## src/rtl/alu_share_arbiter.sv

```systemverilog
// Round-robin time-sharing of one registered ALU core between two requesters.
// Optional grant statistics are enabled by defining ALU_ARB_STATS_EN.
module alu_share_arbiter #(
   parameter int N       = 8,
   parameter int ALU_LAT = 1
) (
   input  logic         clk,
   input  logic         rst,
   input  logic         req0_valid,
   output logic         req0_ready,
   input  logic [N-1:0] req0_a,
   input  logic [N-1:0] req0_b,
   input  logic [3:0]   req0_s,
   input  logic         req1_valid,
   output logic         req1_ready,
   input  logic [N-1:0] req1_a,
   input  logic [N-1:0] req1_b,
   input  logic [3:0]   req1_s,
   output logic [N-1:0] alu_a,
   output logic [N-1:0] alu_b,
   output logic [3:0]   alu_s,
   input  logic [N-1:0] alu_f,
   input  logic [5:0]   alu_flags,
   output logic         resp_valid,
   input  logic         resp_ready,
   output logic         resp_id,
   output logic [N-1:0] resp_f,
   output logic [5:0]   resp_flags,
   output logic [1:0]   dbg_state
`ifdef ALU_ARB_STATS_EN
   ,
   output logic [15:0]  grant_cnt0,
   output logic [15:0]  grant_cnt1
`endif
);

   // Handshakes: a transfer happens on a rising edge where valid && ready are
   // both high. Requesters hold valid and operands stable until ready is seen;
   // the result stays on resp_* until resp_ready is seen with resp_valid.

   typedef enum logic [1:0] {
      IDLE  = 2'd0,
      ISSUE = 2'd1,
      DONE  = 2'd2
   } state_t;

   localparam logic [3:0] LAT4 = 4'(ALU_LAT);

   state_t     state;
   logic       last_grant;
   logic       cur_id;
   logic [3:0] cnt;
   logic       gnt0;
   logic       gnt1;

   // On contention the requester that did not win last time is served.
   always_comb begin
      gnt0 = 1'b0;
      gnt1 = 1'b0;
      if (state == IDLE) begin
         gnt0 = req0_valid && (!req1_valid || last_grant);
         gnt1 = req1_valid && (!req0_valid || !last_grant);
      end
   end

   assign req0_ready = gnt0;
   assign req1_ready = gnt1;
   assign dbg_state  = state;

   always_ff @(posedge clk) begin
      if (rst) begin
         state      <= IDLE;
         last_grant <= 1'b1;
         cur_id     <= 1'b0;
         cnt        <= 4'd0;
         alu_a      <= '0;
         alu_b      <= '0;
         alu_s      <= 4'd0;
         resp_valid <= 1'b0;
         resp_id    <= 1'b0;
         resp_f     <= '0;
         resp_flags <= 6'd0;
      end else begin
         case (state)
            IDLE: begin
               if (gnt0 || gnt1) begin
                  alu_a      <= gnt1 ? req1_a : req0_a;
                  alu_b      <= gnt1 ? req1_b : req0_b;
                  alu_s      <= gnt1 ? req1_s : req0_s;
                  cur_id     <= gnt1;
                  last_grant <= gnt1;
                  cnt        <= LAT4;
                  state      <= ISSUE;
               end
            end
            ISSUE: begin
               // cnt==0 means the core output has been valid for one full cycle.
               if (cnt == 4'd0) begin
                  resp_f     <= alu_f;
                  resp_flags <= alu_flags;
                  resp_id    <= cur_id;
                  resp_valid <= 1'b1;
                  state      <= DONE;
               end else begin
                  cnt <= cnt - 4'd1;
               end
            end
            DONE: begin
               if (resp_ready) begin
                  resp_valid <= 1'b0;
                  state      <= IDLE;
               end
            end
            default: state <= IDLE;
         endcase
      end
   end

`ifdef ALU_ARB_STATS_EN
   always_ff @(posedge clk) begin
      if (rst) begin
         grant_cnt0 <= 16'd0;
         grant_cnt1 <= 16'd0;
      end else begin
         if (gnt0 && grant_cnt0 != 16'hFFFF) grant_cnt0 <= grant_cnt0 + 16'd1;
         if (gnt1 && grant_cnt1 != 16'hFFFF) grant_cnt1 <= grant_cnt1 + 16'd1;
      end
   end
`endif

endmodule

```

## config.mk

```make
export PLATFORM = sky130hd
export DESIGN_NAME = alu_share_arbiter
export DESIGN_NICKNAME = d
export VERILOG_FILES = /design/src/rtl/alu_share_arbiter.sv
export SDC_FILE = /design/constraint.sdc
export NUM_CORES = 1
export LEC_CHECK = 0
export ABC_AREA = 1
export BUFFER_PORTS_ARGS = -buffer_cell sky130_fd_sc_hd__buf_2
export CORE_MARGIN = 2
export CORE_UTILIZATION = 25
export CTS_CLUSTER_DIAMETER = 120
export DETAILED_ROUTE_END_ITERATION = 12
export PLACE_DENSITY = 0.46
export SYNTH_ARGS = -nofsm -noshare
export SYNTH_HDL_FRONTEND = slang
export SYNTH_SLANG_ARGS = --single-unit
```

## constraint.sdc

```tcl
create_clock -name clk -period 1.7 [get_ports clk]
set_input_delay 0.17 -clock clk [delete_from_list [all_inputs] [get_ports clk]]
set_output_delay 0.17 -clock clk [all_outputs]
set_load 0.01 [all_outputs]
```

# Word level (Yosys, flattened, before mapping)
# Cells that the tools add are included.
# classes
addsub	1
multipliers	0
div_mod_pow	0
magnitude_cmp	0
eq_ne	6
n_shift	0
muxes	15
bitwise_logic	0
reduce_logical	17
# ops
op	n
$mux 8	2
$mux 4	3
$reduce_and 3->1	3
$pmux 4 s2	1
$mux 2	3
$ne 2x2->1 const B	3
$pmux 2 s3	1
$logic_not 4->1	1
$mux 1	4
$reduce_and 2->1	2
$reduce_bool 2->1	2
$sub 4x1->4 const B	1
$logic_not 1->1	3
$logic_or 1x1->1	3
$eq 2x1->1 const B	1
$eq 2x2->1 const B	1
$logic_and 1x1->1	2
$logic_not 2->1	1
$ne 2x1->1 const B	1
$pmux 1 s2	1
# word_totals
regBits	44
latch_bits	0
ramBits	0
mem_bits_ro	0
input_bits	59
out_inout_bits	40
word_cells	50
mem_count	0

# Logic depth before layout (Yosys ltp)
# Gate-level depths: netlist of run 1.
# depth
ltp_word	7
ltp_mapped	8
mapped_depth_nobuf	8

# Least setup slack after synthesis of run 1
# OpenSTA, ideal clock, no wires.
# synth_path
kind	reg-to-reg
start	reg state[0], in the netlist dbg_state[0]
end	reg resp_id
setup_time_ns	0.113
arrival_time_ns	1.110
required_time_ns	1.587
slack_ns	0.477
path_stages_with_launch	7
path_buffers	1
synth_period_minus_slack_ns	1.223
path_cell_list	dfxtp_1 -> inv_2 -> nor2_4 -> nand3_4 -> buf_6 -> o21ai_1 -> nor2_1
# synth_between
elab_chain_len	2
# synth_lines
item	line_no	source
start, declared	49	state_t state;
start signal, assigned	72	state <= IDLE;
start signal, assigned	93	state <= ISSUE;
start signal, assigned	103	state <= DONE;
$eq 2x1->1	84	case (state)
$reduce_and 2->1 (no source line)	n/a	
end signal, assigned	101	resp_id <= cur_id;
end, declared	26	output logic resp_id,
# Every way passes these cells.
# A chain may end at the register's enable or synchronous reset.

# Worst setup path in the final report of run 1
# layout_path
start	reg state[1], in the netlist dbg_state[1]
end	out req1_ready
# layout_between
elab_chain_len	2
# layout_lines
item	line_no	source
$logic_not 2->1	60	if (state == IDLE) begin
$mux 1	60	
end, declared	15	output logic req1_ready,
# Every way passes these cells.

==> flow_metrics.tcl, run 1 <==
set metrics [dict create \
    outcome "completed" \
    synth_cell_type_count 24 \
    antenna_found_initial 0 \
    drive_gt1_frac 0.3050 \
    ir_drop_uv 339.6 \
    crit_chain "nor2_4 > nand3_4 > inv_1 > buf_2" \
    layout_commonest_cell "buf_2" \
    hpwl_um 4175 \
    finalSetupViolCount 0 \
    nets 461 \
    hold_slack_ns 0.1185 \
    syn_nets 367 \
    drv_slew 0 \
    rows 33 \
    max_freq_ghz 0.6503 \
    met2_usage 0.2043 \
    grt_max_degree 28 \
    die_area_mm2 0.009278 \
    cts_made_buffers 5 \
    slowest_delay_ns 0.40 \
    grt_pass1_vias 2014 \
    period_share 0.9045 \
    drt-initial-drc-count 47 \
    postSynthCellCount 306 \
    clock_path_buffers 2 \
    htree_num_levels 2 \
    drt_pass1_iterations 4 \
    detailroute.via_count 2156 \
    cap_violations 0 \
    cts.clk_slew.worst_paths_ns 0.09 \
    io-pin-count 99 \
    yosysWarnings 0 \
    clock_latency_ns 0.29 \
    postCtsSetupBuffers 0 \
    hold_violations 0 \
    rsz0062_at_grt "false" \
    cts_tree "built" \
    slew-limit-headroom 0.6611 \
    final_cell_mix "98 x buf_2, 54 x nand2_1, 49 x inv_1" \
    place_congestion 0.7346 \
    grt_use_total 0.1300 \
    cp_slowest_cell "dfxtp_1" \
    drc 0 \
    power_density_mw_per_mm2 1221 \
    instances_no_fill 505 \
    syn_area_mm2 0.002131 \
    grt_pass1_wl_um 9418 \
    root_buffer "clkbuf_8" \
    p_leak_uw 0.001513 \
    die_w_um 96.32 \
    ant_nets 0 \
    synth.ff_latch_count 44 \
    core_mm2 0.008258 \
    grt.overflow.total 0 \
    critPathKind "register to primary output" \
    cts_sinks 44 \
    cp-end-kind "primary output" \
    hp-class "input pin to register" \
    antenna_cells 0 \
    ys_seq_area_frac 0.4134 \
    path_max_fanout 12 \
    wl_um 6066 \
    grt_busiest_layer "met2" \
    dp_cells 497 \
    vias_per_cell 4.269 \
    skew_ns 0.006370 \
    post-route-min-period_ns 1.538 \
    io_buffers 98 \
    tightest_slew_ns 0.5077 \
    critPathRequiredTime_ns 1.53 \
    startpoint_type "register" \
    cp.arrival_ns 1.37 \
    grtUsageMet1 0.1649 \
    wire_per_inst_um 12.01 \
    avgSynthCellArea_um2 6.963 \
    die_y_um 96.32 \
    initial_core_util 0.2580 \
    syn_to_final_growth_pct 32.94 \
    use_met3 0.05717 \
    setup_tns_ns 0 \
]
## routing by layer
metal	up-vias	share of wire
met5	-	0
li1	1161	-
met3	2	0.11
met1	909	0.47
met2	84	0.41
met4	0	0.0040
## through the flow
| step | util | worst slack (ns) | cell area (µm²) | total power [µW] |
|---|---|---|---|---|
| final | 0.3430 | 0.1624 | 2833 | 3460 |
| after global routing | 0.3430 | 0.04634 | 2833 | 3758 |
| after CTS | 0.3418 | 0.06542 | 2823 | 3526 |
| after detailed placement | 0.3253 | 0.2084 | 2686 | 2543 |
| after global placement | 0.3253 | 0.2407 | 2686 | 2537 |
| after floorplan | - | 0.4765 | 2131 | 2172 |
## sequential cells by signal, summed over array words and instances (netlist names)
register	count
alu_b	8
last_grant	1
alu_s	4
resp_id	1
resp_f	8
cnt	4
cur_id	1
alu_a	8
dbg_state	2
resp_valid	1
resp_flags	6
## final cells by class
| type | instances | area [µm²] |
|---|---|---|
| clock buffer | 5 | 68.82 |
| clock inverter | 2 | 60.06 |
| fill | 938 | 5425 |
| inverter | 52 | 200.2 |
| multi-input combinational | 193 | 955.9 |
| sequential | 44 | 880.8 |
| tap | 105 | 131.4 |
| timing repair buffer | 104 | 535.5 |
## cells by family after synthesis
| kind of cell | count (synthesis) | share of synthesized area |
|---|---|---|
| DFF | 44 | 0.4134 |
| adders and majority gates | 2 | 0.01174 |
| AOI/OAI and AO/OA | 43 | 0.1063 |
| and+or+nand+nor | 147 | 0.3224 |
| buffers and inverters | 70 | 0.1462 |
## critical path, delay by kind of cell (launching register included)
family / cells / cell delay (ns)
buffers and inverters: 2 / 0.23
DFF: 1 / 0.40
and+or+nand+nor: 2 / 0.44
## repair_timing
action | CTS | global route
hold buffers | 0 | 0
cloned | 0 | 1
endpoints found under the setup margin | 1 | 1
pin swaps | 0 | 1
gates resized for setup | 1 | 0
## cell usage after synthesis
library cell,count,area (µm²)
nand4_1,20,125.1
nor2_1,37,138.9
inv_1,49,183.9
clkbuf_1,7,26.28
buf_2,7,35.03
dfxtp_1,44,880.8
nand3_2,1,10.01
a21oi_1,26,130.1
o21ai_1,8,40.04
nand3_1,26,130.1
nor3_1,1,5.000
inv_6,1,8.760
buf_6,2,22.52
ha_1,2,25.02
nand2_1,54,202.7
buf_4,1,7.510
o21ai_0,8,40.04
nor2_2,2,12.51
o21ai_4,1,16.27
nor2_4,2,22.52
nand3b_1,3,22.52
nand3_4,1,17.52
buf_12,1,20.02
inv_2,2,7.510
## power by group
group	internal [µW]	switching, µW	leakage, µW
logic	456	724	0.00109
clock network	579	363	0.0000642
registers	1230	110	0.000363
## path summary, 6_finish.rpt
check	depth (start not counted)	slack, ns	endpoint	start
hold / removal	3	0.12	resp_f[6]$_SDFFE_PP0P_	alu_f[6]
setup reg to reg	7	0.29	cnt[3]$_SDFFE_PP0P_	dbg_state[1]$_SDFFE_PP0P_
hold reg to reg	2	0.47	resp_valid$_SDFFE_PP0P_	resp_valid$_SDFFE_PP0P_
setup / recovery	4	0.16	req1_ready	dbg_state[1]$_SDFFE_PP0P_
(Power assumes the default switching activity.)
==> run 2: changes to the inputs <==
--- a/config.mk
+++ b/config.mk
@@ -11,7 +11,7 @@
 export CORE_UTILIZATION = 25
 export CTS_CLUSTER_DIAMETER = 120
 export DETAILED_ROUTE_END_ITERATION = 12
-export PLACE_DENSITY = 0.46
+export PLACE_DENSITY = 0.48
 export SYNTH_ARGS = -nofsm -noshare
 export SYNTH_HDL_FRONTEND = slang
 export SYNTH_SLANG_ARGS = --single-unit
==> constraint.sdc (replaced) <==
create_clock -name clk -period 1.32 [get_ports clk]
set_input_delay 0.132 -clock clk [delete_from_list [all_inputs] [get_ports clk]]
set_output_delay 0.132 -clock clk [all_outputs]
set_load 0.01 [all_outputs]
==> run 2 against run 1 <==
  * Power increased by 32%
  * Non-clock buffer count increased by 10
  * Flip-flop and latch count unchanged
  * Critical endpoint unchanged
  * Sequential power rose by 29%
  * First-iteration DRC count is 60% higher
==> flow_metrics.tcl, run 2 (synthesis results as in run 1) <==
set metrics [dict create \
    cp_slowest_cell "dfxtp_4" \
    grt.overflow.total 0 \
    cts_sinks 44 \
    hold_slack_ns 0.06457 \
    ant_nets 0 \
    grt_use_total 0.1246 \
    clock_latency_ns 0.29 \
    path_max_fanout 4 \
    hold_buffers 0 \
    tightest_slew_ns 0.4863 \
    place_congestion 0.7901 \
    crit_chain "nor2_4 > nand3_2 > buf_6 > inv_2 > buf_6" \
    slowest_delay_ns 0.37 \
    syn_to_final_growth_pct 40.28 \
    power.total_uw 4569 \
    dp_cells 503 \
    wire_per_inst_um 11.82 \
    drt-initial-drc-count 75 \
    io-pin-count 99 \
    swShare 0.3584 \
    grt_pass1_wl_um 9066 \
    ir_drop_uv 598.9 \
    cts.clk_slew.worst_paths_ns 0.09 \
    reg_top3 "alu_a: 8 flops, alu_b: 8 flops, resp_f: 8 flops" \
    instances_no_fill 517 \
    wl_um 6110 \
    drive_gt1_frac 0.3495 \
    hpwl_um 4313 \
    layout_commonest_cell "buf_2" \
    hold_violations 0 \
    p_leak_uw 0.001581 \
    grt_max_degree 24 \
    rows 33 \
    post-route-min-period_ns 1.247 \
    skew_ns 0.005464 \
    setup_tns_ns 0 \
    drv_slew 0 \
    switchingPower_uw 1638 \
    grt_pass1_vias 1878 \
    p_clk_frac 0.241 \
    nets 472 \
    htree_num_levels 2 \
    vias_per_cell 4.350 \
    p_comb_frac 0.379 \
    r2r_start "dbg_state[1]$_SDFFE_PP0P_" \
    startpoint_type "register" \
    io_buffers 98 \
    initial_core_util 0.2580 \
    cts_tree "built" \
    finalSetupViolCount 0 \
    seq_power_share 0.379 \
    p_int_uw 2932 \
    clock_path_buffers 2 \
    slew-limit-headroom 0.6755 \
    antenna_found_initial 0 \
    max_freq_ghz 0.8018 \
    reg2reg_depth 8 \
    worstHoldStart "rst" \
    die_y_um 96.32 \
    min_delay_path_depth 2 \
    antenna_cells 0 \
    cap_violations 0 \
    detailroute.via_count 2249 \
    cts_made_buffers 5 \
    period_share 0.9448 \
    root_buffer "clkbuf_8" \
    critPathKind "register to primary output" \
    cpMostUsedCell "buf_6" \
    critPathRequiredTime_ns 1.19 \
    hp-class "input pin to register" \
    drt_pass1_iterations 4 \
    die_w_um 96.32 \
    rsz0062_at_grt "true" \
    power_density_mw_per_mm2 1529 \
    outcome "completed" \
    setup.worst_path.start "dbg_state[1]$_SDFFE_PP0P_" \
    core_mm2 0.008258 \
    final_cell_mix "97 x buf_2, 53 x nand2_1, 48 x inv_1" \
    cp-end-kind "primary output" \
    drc 0 \
    cp.arrival_ns 1.12 \
    die_area_mm2 0.009278 \
]
[run 2: cell types whose count changed in the layout (fill, tap and decap cells not counted), sizes merged]
cell	delta
bufinv	-1
clkinv	+1
nand3	+1
buf	+10
clkbuf	+1
[run 2: repair_timing]
action                                  in CTS  in global routing
endpoints found under the setup margin      16                 38
setup buffers                                2                  2
hold endpoints to repair                     0                  0
gates resized for setup                      4                 20
pin swaps                                    1                  2
gates cloned                                 0                  2
[run 2: path summary, 6_finish.rpt]
| path | to | slack (ns) |
|---|---|---|
| setup reg to reg | cnt[3]$_SDFFE_PP0P_ | 0.08 |
| hold / removal | dbg_state[0]$_SDFFE_PP0P_ | 0.06 |
| hold reg to reg | resp_valid$_SDFFE_PP0P_ | 0.47 |
| setup / recovery | req1_ready | 0.07 |
[run 2: power groups by stage]
| stage | sequential (µW) | clock [µW] | combinational [µW] |
|---|---|---|---|
| CTS | 1730 | 1150 | 1590 |
| floorplan | 1850 | 0 | 943 |
| global placement | 1750 | 0 | 1560 |
| global route | 1770 | 1200 | 1960 |
| finish | 1730 | 1100 | 1730 |
| detailed placement | 1750 | 0 | 1560 |
[run 2: through the flow]
step                worst slack, ns    util  area (µm²)
detailed placement         -0.02624  0.3308        2731
global route               -0.01333  0.3620        2989
global placement           -0.01768  0.3308        2731
CTS                         0.02353  0.3483        2877
finish                      0.07282  0.3620        2989
floorplan                   0.09654       -        2131
[run 2: critical path: cells and delay by family, from the launching register on]
kind / cells / cell delay [ns]
flops: 1 / 0.37
buf+inv: 3 / 0.26
simple gates: 2 / 0.20
[run 2: per-layer routing]
metal,vias to the layer above,wire (µm),track usage,share of wire
li1,1188,-,-,-
met1,963,2745,0.1608,0.45
met2,90,2660,0.1944,0.44
met3,8,618,0.04699,0.10
met4,0,86,0.03404,0.014
met5,-,0,0,0
[run 2: area by class of cell]
class,count,area [µm²]
fillers,899,5269
flip-flops and latches,44,890.9
clock buffers,6,82.58
multi-input cells,194,999.7
inverters,52,205.2
clock inverters,2,38.79
repair buffers,114,640.6
well taps,105,131.4
==> run 3: changes to the inputs <==
--- a/config.mk
+++ b/config.mk
@@ -11,6 +11,7 @@
 export CORE_UTILIZATION = 25
 export CTS_CLUSTER_DIAMETER = 120
 export DETAILED_ROUTE_END_ITERATION = 12
+export MAX_ROUTING_LAYER = met4
 export PLACE_DENSITY = 0.48
 export SYNTH_ARGS = -nofsm -noshare
 export SYNTH_HDL_FRONTEND = slang
==> run 3 against run 2 <==
  * Clock power hardly changed
  * Largest cell class unchanged
  * Core utilization stayed put
  * Critical path type unchanged
  * Sequential power about the same
  * Highest routed layer unchanged
  * Wire length decreased by 0.25%
==> flow_metrics.tcl, run 3 (synthesis results as in run 1) <==
set metrics [dict create \
    slowest_delay_ns 0.37 \
    p_clk_frac 0.241 \
    critPathRequiredTime_ns 1.19 \
    dp_cells 503 \
    hold_buffers 0 \
    cts_tree "built" \
    cts_sinks 44 \
    htree_num_levels 2 \
    clock_latency_ns 0.29 \
    grt.overflow.total 0 \
    drt_pass1_iterations 4 \
    cpMostUsedCell "buf_6" \
    grt_max_degree 24 \
    die_y_um 96.32 \
    layout_commonest_cell "buf_2" \
    crit_chain "nor2_4 > nand3_2 > buf_6 > inv_2 > buf_6" \
    cp.arrival_ns 1.11 \
    place_congestion 0.8012 \
    root_buffer "clkbuf_8" \
    ant_nets 0 \
    grt_pass1_vias 1885 \
    finalSetupViolCount 0 \
    p_int_uw 2932 \
    die_w_um 96.32 \
    switchingPower_uw 1639 \
    dp_worst_setup_slack_ns -0.02624 \
    io_buffers 98 \
    core_mm2 0.008258 \
    rows 33 \
    ir_drop_uv 598.3 \
    drc 0 \
    clock_path_buffers 2 \
    syn_to_final_growth_pct 40.28 \
    tightest_slew_ns 0.4868 \
    cp_slowest_cell "dfxtp_4" \
    outcome "completed" \
    nets 472 \
    critPathKind "register to primary output" \
    startpoint_type "register" \
    antenna_cells 0 \
    power.total_uw 4570 \
    cpLargestDelayFamily "flip-flops" \
    p_leak_uw 0.001581 \
    initial_core_util 0.2580 \
    drive_gt1_frac 0.3495 \
    path_max_fanout 4 \
    final_cell_mix "97 x buf_2, 53 x nand2_1, 48 x inv_1" \
    fillCellCount 899 \
    hold_violations 0 \
    cap_violations 0 \
    instances_no_fill 517 \
    drv_slew 0 \
    cts.clk_slew.worst_paths_ns 0.09 \
    slew-limit-headroom 0.6751 \
    max_freq_ghz 0.8020 \
    p_comb_frac 0.380 \
    setup_ws_ns 0.07308 \
    reg_top3 "alu_a: 8 flops, alu_b: 8 flops, resp_f: 8 flops" \
    grt_use_total 0.1281 \
    io-pin-count 99 \
    post-route-min-period_ns 1.247 \
    hp-class "input pin to register" \
    swShare 0.3585 \
    hpwl_um 4313 \
    cp-end-kind "primary output" \
    final_util 0.3620 \
    drt-initial-drc-count 79 \
    vias_per_cell 4.381 \
    wire_per_inst_um 11.79 \
    cts_made_buffers 5 \
    antenna_found_initial 0 \
    wl_um 6095 \
    skew_ns 0.005100 \
    crit_buf_inv 3 \
    detailroute.via_count 2265 \
    rsz0062_at_grt "true" \
    grt_pass1_wl_um 9059 \
    place_area_mm2 0.002731 \
    period_share 0.9446 \
    power_density_mw_per_mm2 1529 \
    fin_area_mm2 0.002989 \
    reg2reg_slack_ns 0.08 \
    seq_power_share 0.379 \
    die_area_mm2 0.009278 \
]
## run 3: cell counts in the layout (fill, tap and decap cells not counted)
No cell type changed its count.
## run 3: metrics by stage
| step | TNS (ns) | hold WS [ns] |
|---|---|---|
| final | 0 | 0.06497 |
| after detailed placement | -0.2037 | 0.3813 |
| after CTS | 0 | 0.06156 |
| after floorplan | 0 | 0.2777 |
| after global placement | -0.1710 | 0.3751 |
| after global routing | -0.01333 | 0.06096 |
## run 3: per-layer routing
| layer | global-route usage | up-vias | routed length [µm] |
|---|---|---|---|
| met3 | 0.03446 | 8 | 522 |
| met4 | 0.03404 | 0 | 69 |
| li1 | - | 1191 | - |
| met1 | 0.1679 | 966 | 2867 |
| met5 | - | - | 0 |
| met2 | 0.1950 | 100 | 2636 |
## run 3: path summary, 6_finish.rpt
path / startpoint / to / depth (start not counted)
setup reg to reg: dbg_state[1]$_SDFFE_PP0P_ / cnt[3]$_SDFFE_PP0P_ / 8
hold reg to reg: resp_valid$_SDFFE_PP0P_ / resp_valid$_SDFFE_PP0P_ / 2
setup / recovery: dbg_state[1]$_SDFFE_PP0P_ / req1_ready / 5
hold / removal: rst / dbg_state[0]$_SDFFE_PP0P_ / 2
## run 3: timing repair
| action | in CTS | in global routing |
|---|---|---|
| pin swaps | 1 | 2 |
| cloned | 0 | 2 |
| gates resized for setup | 4 | 20 |
| endpoints found under the setup margin | 16 | 38 |
| setup buffers | 2 | 2 |
## run 3: cell type report
class                      instances  area [µm²]  share of cell area
timing repair buffer             114       640.6              0.2143
inverter                          52       205.2             0.06865
tap                              105       131.4             0.04395
clock buffer                       6       82.58             0.02763
sequential                        44       890.9              0.2980
multi-input combinational        194       999.7              0.3344
clock inverter                     2       38.79             0.01298
## run 3: power by group through the flow
stage	combinational [µW]	clock, µW	sequential [µW]
2_1_floorplan	943	0	1850
3_3_place_gp	1560	0	1750
3_5_place_dp	1560	0	1750
4_1_cts	1590	1150	1730
5_1_grt	1960	1200	1770
6_report	1740	1100	1730
